--- config.mk ---
export PLATFORM = sky130hd
export DESIGN_NAME = cluster_rst_seq_flat
export DESIGN_NICKNAME = d
export VERILOG_FILES = /design/src/rtl/cluster_rst_seq_pkg.sv /design/src/rtl/cluster_rst_seq_if.sv /design/src/rtl/cluster_seq_timer.sv /design/src/rtl/cluster_rst_seq.sv /design/src/flat_wrapper.sv
export SDC_FILE = /design/constraint.sdc
export NUM_CORES = 1
export LEC_CHECK = 0
export ABC_AREA = 1
export CAP_MARGIN = 20
export CORE_MARGIN = 8
export CORE_UTILIZATION = 45
export CTS_CLUSTER_SIZE = 24
export DETAILED_ROUTE_END_ITERATION = 16
export GPL_TIMING_DRIVEN = 0
export PLACE_DENSITY = 0.71
export REMOVE_ABC_BUFFERS = 1
export SETUP_SLACK_MARGIN = 0.5
export SLEW_MARGIN = 15
export SYNTH_ARGS = -nofsm -noshare
export SYNTH_HDL_FRONTEND = slang
export SYNTH_SLANG_ARGS = --single-unit
--- constraint.sdc ---
create_clock -name gclk -period 1.39 [get_ports gclk]
set_clock_uncertainty 0.2 [all_clocks]
set_input_delay 0.278 -clock gclk [delete_from_list [all_inputs] [get_ports gclk]]
set_output_delay 0.278 -clock gclk [all_outputs]
set_load 0.005 [all_outputs]
--- src/rtl/cluster_rst_seq_pkg.sv ---
// Shared types and default timing for the cluster reset sequencer.
package cluster_rst_seq_pkg;

  typedef enum logic [2:0] {
    CKEN_RAMP = 3'd0,
    SYNC_WAIT = 3'd1,
    RUN       = 3'd2,
    DBG_PULSE = 3'd3,
    WRST_HOLD = 3'd4
  } seq_state_e;

  localparam int DEF_STAGGER_CYC = 2;
  localparam int DEF_SYNC_CYC    = 4;
  localparam int DEF_DBG_CYC     = 8;

  function automatic int max3(input int a, input int b, input int c);
    int m;
    m = (a > b) ? a : b;
    return (m > c) ? m : c;
  endfunction

endpackage

--- src/rtl/cluster_rst_seq_if.sv ---
// Request/header bundle of the cluster reset sequencer; cken_mask exists only
// when CLUSTER_RST_SEQ_CKEN_OVRD_EN is defined.
interface cluster_rst_seq_if #(
  parameter int NUM_CLUSTERS = 4
);
  logic                    wrst_req;
  logic                    dbg_req;
  logic [NUM_CLUSTERS-1:0] cluster_cken;
  logic                    grst_l;
  logic                    gdbginit_l;
  logic                    seq_busy;
  logic                    seq_done;
`ifdef CLUSTER_RST_SEQ_CKEN_OVRD_EN
  logic [NUM_CLUSTERS-1:0] cken_mask;

  modport master (output wrst_req, dbg_req, cken_mask,
                  input  cluster_cken, grst_l, gdbginit_l, seq_busy, seq_done);
  modport slave  (input  wrst_req, dbg_req, cken_mask,
                  output cluster_cken, grst_l, gdbginit_l, seq_busy, seq_done);
`else
  modport master (output wrst_req, dbg_req,
                  input  cluster_cken, grst_l, gdbginit_l, seq_busy, seq_done);
  modport slave  (input  wrst_req, dbg_req,
                  output cluster_cken, grst_l, gdbginit_l, seq_busy, seq_done);
`endif
endinterface

--- src/rtl/cluster_seq_timer.sv ---
// Loadable down-counter with zero flag; saturates at zero instead of wrapping.
module cluster_seq_timer #(
  parameter int W = 4
) (
  input  logic         gclk,
  input  logic         reset,
  input  logic         load_i,
  input  logic [W-1:0] load_val_i,
  output logic         zero_o
);

  logic [W-1:0] cnt_q;

  // Count register: load wins, otherwise decrement until zero.
  always_ff @(posedge gclk) begin
    if (reset) begin
      cnt_q <= '0;
    end else if (load_i) begin
      cnt_q <= load_val_i;
    end else if (cnt_q != '0) begin
      cnt_q <= cnt_q - W'(1);
    end else begin
      cnt_q <= cnt_q;
    end
  end

  assign zero_o = (cnt_q == '0);

endmodule

--- src/rtl/cluster_rst_seq.sv ---
// Cluster reset sequencer: staggered clock-enable ramp, settle, global reset
// release, debug-init pulses and warm reset. Optional CLUSTER_RST_SEQ_CKEN_OVRD_EN.
module cluster_rst_seq
  import cluster_rst_seq_pkg::*;
#(
  parameter int NUM_CLUSTERS = 4,
  parameter int STAGGER_CYC  = DEF_STAGGER_CYC,
  parameter int SYNC_CYC     = DEF_SYNC_CYC,
  parameter int DBG_CYC      = DEF_DBG_CYC
) (
  input  logic               gclk,
  input  logic               reset,
  cluster_rst_seq_if.slave   bus
);

  localparam int TMR_W = $clog2(max3(STAGGER_CYC, SYNC_CYC, DBG_CYC)) + 1;

  if (NUM_CLUSTERS < 1 || STAGGER_CYC < 1 || SYNC_CYC < 1 || DBG_CYC < 1) begin : g_param_chk
    $error("cluster_rst_seq: all parameters must be at least 1");
  end

  seq_state_e              state_q, state_d;
  logic [NUM_CLUSTERS-1:0] cken_q, cken_d, ramp_s;
  logic                    grst_q, grst_d;
  logic                    dbg_q, dbg_d;
  logic                    busy_q, done_q;
  logic                    tmr_load_s, tmr_zero_s;
  logic [TMR_W-1:0]        tmr_val_s;

  cluster_seq_timer #(.W(TMR_W)) u_timer (
    .gclk       (gclk),
    .reset      (reset),
    .load_i     (tmr_load_s),
    .load_val_i (tmr_val_s),
    .zero_o     (tmr_zero_s)
  );

  // Ramp fills enables from bit 0 upward, one more cluster per step.
  assign ramp_s = (cken_q << 1) | NUM_CLUSTERS'(1);

  // Next-state and next-output logic; the timer is reloaded on every state entry.
  always_comb begin
    state_d    = state_q;
    cken_d     = cken_q;
    grst_d     = grst_q;
    dbg_d      = dbg_q;
    tmr_load_s = 1'b0;
    tmr_val_s  = '0;
    case (state_q)
      CKEN_RAMP: begin
        if (tmr_zero_s) begin
          cken_d     = ramp_s;
          tmr_load_s = 1'b1;
          if (ramp_s[NUM_CLUSTERS-1]) begin
            state_d   = SYNC_WAIT;
            tmr_val_s = TMR_W'(SYNC_CYC - 1);
          end else begin
            tmr_val_s = TMR_W'(STAGGER_CYC - 1);
          end
        end else begin
          state_d = CKEN_RAMP;
        end
      end
      SYNC_WAIT: begin
        if (tmr_zero_s) begin
          state_d = RUN;
          grst_d  = 1'b1;
          dbg_d   = 1'b1;
        end else begin
          state_d = SYNC_WAIT;
        end
      end
      RUN: begin
        if (bus.wrst_req) begin
          state_d    = WRST_HOLD;
          grst_d     = 1'b0;
          dbg_d      = 1'b0;
          tmr_load_s = 1'b1;
          tmr_val_s  = TMR_W'(SYNC_CYC - 1);
        end else if (bus.dbg_req) begin
          state_d    = DBG_PULSE;
          dbg_d      = 1'b0;
          tmr_load_s = 1'b1;
          tmr_val_s  = TMR_W'(DBG_CYC - 1);
        end else begin
          state_d = RUN;
        end
      end
      DBG_PULSE: begin
        if (bus.wrst_req) begin
          state_d    = WRST_HOLD;
          grst_d     = 1'b0;
          dbg_d      = 1'b0;
          tmr_load_s = 1'b1;
          tmr_val_s  = TMR_W'(SYNC_CYC - 1);
        end else if (tmr_zero_s) begin
          state_d = RUN;
          dbg_d   = 1'b1;
        end else begin
          state_d = DBG_PULSE;
        end
      end
      WRST_HOLD: begin
        // Clocks drop for the first ramp cycle so headers see a clean restart.
        if (tmr_zero_s) begin
          state_d    = CKEN_RAMP;
          cken_d     = '0;
          tmr_load_s = 1'b1;
          tmr_val_s  = '0;
        end else begin
          state_d = WRST_HOLD;
        end
      end
      default: begin
        state_d    = CKEN_RAMP;
        cken_d     = '0;
        grst_d     = 1'b0;
        dbg_d      = 1'b0;
        tmr_load_s = 1'b1;
        tmr_val_s  = '0;
      end
    endcase
  end

  // State and registered output flops.
  always_ff @(posedge gclk) begin
    if (reset) begin
      state_q <= CKEN_RAMP;
      cken_q  <= '0;
      grst_q  <= 1'b0;
      dbg_q   <= 1'b0;
      busy_q  <= 1'b1;
      done_q  <= 1'b0;
    end else begin
      state_q <= state_d;
      cken_q  <= cken_d;
      grst_q  <= grst_d;
      dbg_q   <= dbg_d;
      busy_q  <= (state_d != RUN);
      done_q  <= (state_d == RUN);
    end
  end

`ifdef CLUSTER_RST_SEQ_CKEN_OVRD_EN
  logic [NUM_CLUSTERS-1:0] cken_out_q;

  // Masked copy of the enables, same latency as the unmasked path.
  always_ff @(posedge gclk) begin
    if (reset) begin
      cken_out_q <= '0;
    end else begin
      cken_out_q <= cken_d & ~bus.cken_mask;
    end
  end

  assign bus.cluster_cken = cken_out_q;
`else
  assign bus.cluster_cken = cken_q;
`endif

  assign bus.grst_l     = grst_q;
  assign bus.gdbginit_l = dbg_q;
  assign bus.seq_busy   = busy_q;
  assign bus.seq_done   = done_q;

endmodule

--- src/flat_wrapper.sv ---
// flat-port wrapper written by rule: the top's interface ports become plain ports
module cluster_rst_seq_flat import cluster_rst_seq_pkg::*;
#(
  parameter int NUM_CLUSTERS = 4,
  parameter int STAGGER_CYC  = DEF_STAGGER_CYC,
  parameter int SYNC_CYC     = DEF_SYNC_CYC,
  parameter int DBG_CYC      = DEF_DBG_CYC
)
  (gclk, reset, bus_wrst_req, bus_dbg_req, bus_cluster_cken, bus_grst_l, bus_gdbginit_l, bus_seq_busy, bus_seq_done);
  cluster_rst_seq_if #(.NUM_CLUSTERS(NUM_CLUSTERS)) bus_i ();
  input  logic gclk;
  input  logic reset;
  input wire logic [$bits(bus_i.wrst_req)-1:0] bus_wrst_req;
  input wire logic [$bits(bus_i.dbg_req)-1:0] bus_dbg_req;
  output wire logic [$bits(bus_i.cluster_cken)-1:0] bus_cluster_cken;
  output wire logic [$bits(bus_i.grst_l)-1:0] bus_grst_l;
  output wire logic [$bits(bus_i.gdbginit_l)-1:0] bus_gdbginit_l;
  output wire logic [$bits(bus_i.seq_busy)-1:0] bus_seq_busy;
  output wire logic [$bits(bus_i.seq_done)-1:0] bus_seq_done;
  assign bus_i.wrst_req = bus_wrst_req;
  assign bus_i.dbg_req = bus_dbg_req;
  assign bus_cluster_cken = bus_i.cluster_cken;
  assign bus_grst_l = bus_i.grst_l;
  assign bus_gdbginit_l = bus_i.gdbginit_l;
  assign bus_seq_busy = bus_i.seq_busy;
  assign bus_seq_done = bus_i.seq_done;
  cluster_rst_seq #(.NUM_CLUSTERS(NUM_CLUSTERS), .STAGGER_CYC(STAGGER_CYC), .SYNC_CYC(SYNC_CYC), .DBG_CYC(DBG_CYC)) u_core (.gclk(gclk), .reset(reset), .bus(bus_i));
endmodule
==> results.cfg <==
[outcome]
status = finished with violations
violations = negative setup slack

[timing]
hold_viol = 0
whs_ns = 0.274
finalWorstSetupSlack_ns = -0.0608
min_period_over_period = 1.04
max_freq_mhz = 689
setup_violations = 9
fin_crit_ns = 1.45
max_slew_margin = 0.754
worst_pin_slew_ns = 0.370
slew_viol_final = 0
grt_setup_unrepaired = yes

[synth]
synth.area.mux_share = 0
synth-simple-area-share = 0.379
synth_flop_cell = dfxtp_1
synth-async-reset-ratio = 0
ys_ff_latch = 15
ys_warn_count = 0
synth_top_area_frac = 0.394
synthMostInstantiatedCell = nand2_1
synth-xor-area-share = 0.0230
ys_seq_area_frac = 0.394
ys_top_cells_by_count = nand2_1, dfxtp_1, inv_1, nor2_1, a21oi_1
yosysTopAreaCell = dfxtp_1
synth_area_um2 = 762
synth_compound_area_frac = 0.107
synth.area.top_cells = dfxtp_1, nand2_1, inv_1
yosysUniqueCellTypes = 25
synth_top_family_by_area = simple AND/OR/NAND/NOR gates
synth-adder-area-share = 0.0164
syn_inst = 104
syn_area_per_cell_um2 = 7.33
synth-edff-count = 0

[critical_path]
worstRegToRegCells = 8
path_class = reg2reg
path_max_fanout = 6
cp.required_ns = 1.38
critPathArrivalTime_ns = 1.44
reg2reg_slack_ns = -0.06
end_kind = flip-flop
regToRegStartpoint = u_core.u_timer.cnt_q[1]$_SDFFE_PP0P_
rr_endpoint = u_core.u_timer.cnt_q[1]$_SDFFE_PP0P_
setup.worst_path.start_class = flip-flop

[placed_design]
dpl.cell_count = 131
place_area_um2 = 890
numPortBuffers = 11
gp_congestion = 0.791
hpwlAfterDp_um = 1200

[pwr]
p_int_mw = 1.32
seqPwrFrac = 0.262
pwr-share-comb = 0.629
pwr-share-clk = 0.109
netSwitchingPower_mw = 0.998
p_per_area_mw_per_mm2 = 2030
switching_share = 0.431
peakVddDrop_mv = 1.21
p_total_mw = 2.32
p_leak_nw = 0.502

[drt]
drt_first_iter_violations = 32
ant_nets = 0
vias = 752
dr.pass1.iters = 5
wl_per_cell_um = 13.3
viasPerCell = 5.05
drc = 0
drt-total-wl_um = 1980

[grt]
grt_remaining_overflow = 0
grt_pass1_wl_um = 3190
antenna_found_initial = 0
grt_util_all_layers = 0.117
grt_pass1_vias = 785
grt_max_degree = 10

[floorplan]
ios = 12
core_mm2 = 0.00165
dieArea_mm2 = 0.00327
die_x_um = 57.2
start_util = 0.461
rows = 15
die_h_um = 57.2

[clock_tree]
tritoncts = built
h-tree-depth = 1
cts_buffers = 3
clkTransAtPathRegs_ns = 0.09
root_buffer = clkbuf_4
cts_max_path_buffers = 2
clock_sinks = 15
holdBufCountCts = 0
insertion_delay_ns = 0.28

[run]
cap_viol_max_count = 0

[min_path]
hold_end = u_core.bus.cluster_cken[3]$_SDFFE_PP0P_
hold_class = reg2reg
holdPathStages = 2
min-delay-start = u_core.bus.cluster_cken[3]$_SDFFE_PP0P_

[cells_and_area]
instances_no_fill = 149
nNetsFinal = 138
fin_area_mm2 = 0.00114
syn2layout_area_growth_pct = 49.4
num_antenna_cells = 0
layout-drive-gt1-share = 0.576
## flip-flops by register name, indices dropped and copies added (netlist names)
name                     count
u_core.bus.grst_l            1
u_core.u_timer.cnt_q         4
u_core.bus.gdbginit_l        1
u_core.bus.seq_done          1
u_core.bus.cluster_cken      4
u_core.bus.seq_busy          1
u_core.state_q               3
## routing by layer
layer | global-route usage | vias to the layer above | share of wire
li1 | - | 384 | -
met1 | 0.135 | 351 | 0.44
met2 | 0.205 | 17 | 0.53
met3 | 0.0222 | 0 | 0.026
met4 | 0.0503 | 0 | 0
met5 | 0 | - | 0
## worst max-delay path by stage
stage	from	endpoint	depth (start not counted)	slack, ns
global placement	bus_wrst_req	u_core.bus.seq_busy$_SDFF_PP1_	10	-0.46
floorplan	u_core.u_timer.cnt_q[0]$_SDFFE_PP0P_	u_core.bus.seq_busy$_SDFF_PP1_	9	-0.10
global route	u_core.u_timer.cnt_q[0]$_SDFFE_PP0P_	u_core.u_timer.cnt_q[1]$_SDFFE_PP0P_	8	-0.15
CTS	u_core.u_timer.cnt_q[0]$_SDFFE_PP0P_	u_core.u_timer.cnt_q[1]$_SDFFE_PP0P_	8	-0.04
detailed placement	bus_wrst_req	u_core.bus.seq_busy$_SDFF_PP1_	10	-0.47
finish	u_core.u_timer.cnt_q[1]$_SDFFE_PP0P_	u_core.u_timer.cnt_q[1]$_SDFFE_PP0P_	8	-0.06
## logic make-up after synthesis
kind of cell,Yosys count
simple gates,56
buf+inv,16
flops,15
compound gates,14
xor+xnor,2
fa+ha+maj,1
## per-stage QoR
stage                     setup TNS (ns)  utilization  worst slack [ns]
after floorplan                   -0.521            -            -0.104
after global placement             -3.48        0.539            -0.455
after detailed placement           -3.80        0.539            -0.472
after CTS                        -0.0984        0.651           -0.0384
after global routing              -0.991        0.689            -0.146
final                             -0.266        0.689           -0.0608
## final cells by class
class	instances	area, um2
fill	123	513
multi-input combinational	73	500
timing repair buffer	25	201
inverter	15	71.3
clock buffer	4	26.3
sequential	15	318
tap	17	21.3
## layout by cell type (no fill, tap or decap)
cell	n
a211oi_2	1
o21ai_1	2
dfxtp_4	1
clkinv_8	1
dfxtp_1	3
ha_4	1
nand2_4	3
nand2_1	15
nand2_2	6
nor4_1	1
o21ai_0	1
clkdlybuf4s50_1	1
buf_2	4
buf_6	5
clkbuf_1	1
nor2_4	6
nor2_1	10
clkbuf_4	3
o21ai_2	2
xnor2_1	1
a21oi_1	6
inv_1	8
inv_2	5
inv_4	1
nor3_1	2
nand3_2	2
nand3_4	1
nor3_2	4
nand3_1	2
dlygate4sd2_1	2
dfxtp_2	11
a21oi_2	1
xor2_1	1
nor2_2	4
buf_4	13
a31oi_2	1
## timing repair
| item | CTS | global route |
|---|---|---|
| pin swaps | 10 | 5 |
| endpoints found under the setup margin | 23 | 23 |
| buffers inserted | 11 | 3 |
| cloned | 0 | 0 |
| resized for setup | 74 | 11 |
| endpoints found under the hold margin | 0 | 0 |
## power groups by stage
stage	Clock, mW	Sequential [mW]	Combinational, mW
final	0.253	0.607	1.46
after global routing	0.279	0.621	1.59
after CTS	0.259	0.598	1.28
after detailed placement	0	0.589	0.895
after global placement	0	0.589	0.872
after floorplan	0	0.585	0.678
## worst max-delay path: stages, from the launching register on
cell	delay, ns
dfxtp_2	0.34
inv_2	0.05
ha_4	0.18
nand3_4	0.11
nand2_4	0.07
nor2_4	0.17
nand3_1	0.10
nand2_1	0.09
nor2_2	0.04
Note: power is estimated with default switching activity, not from simulation.
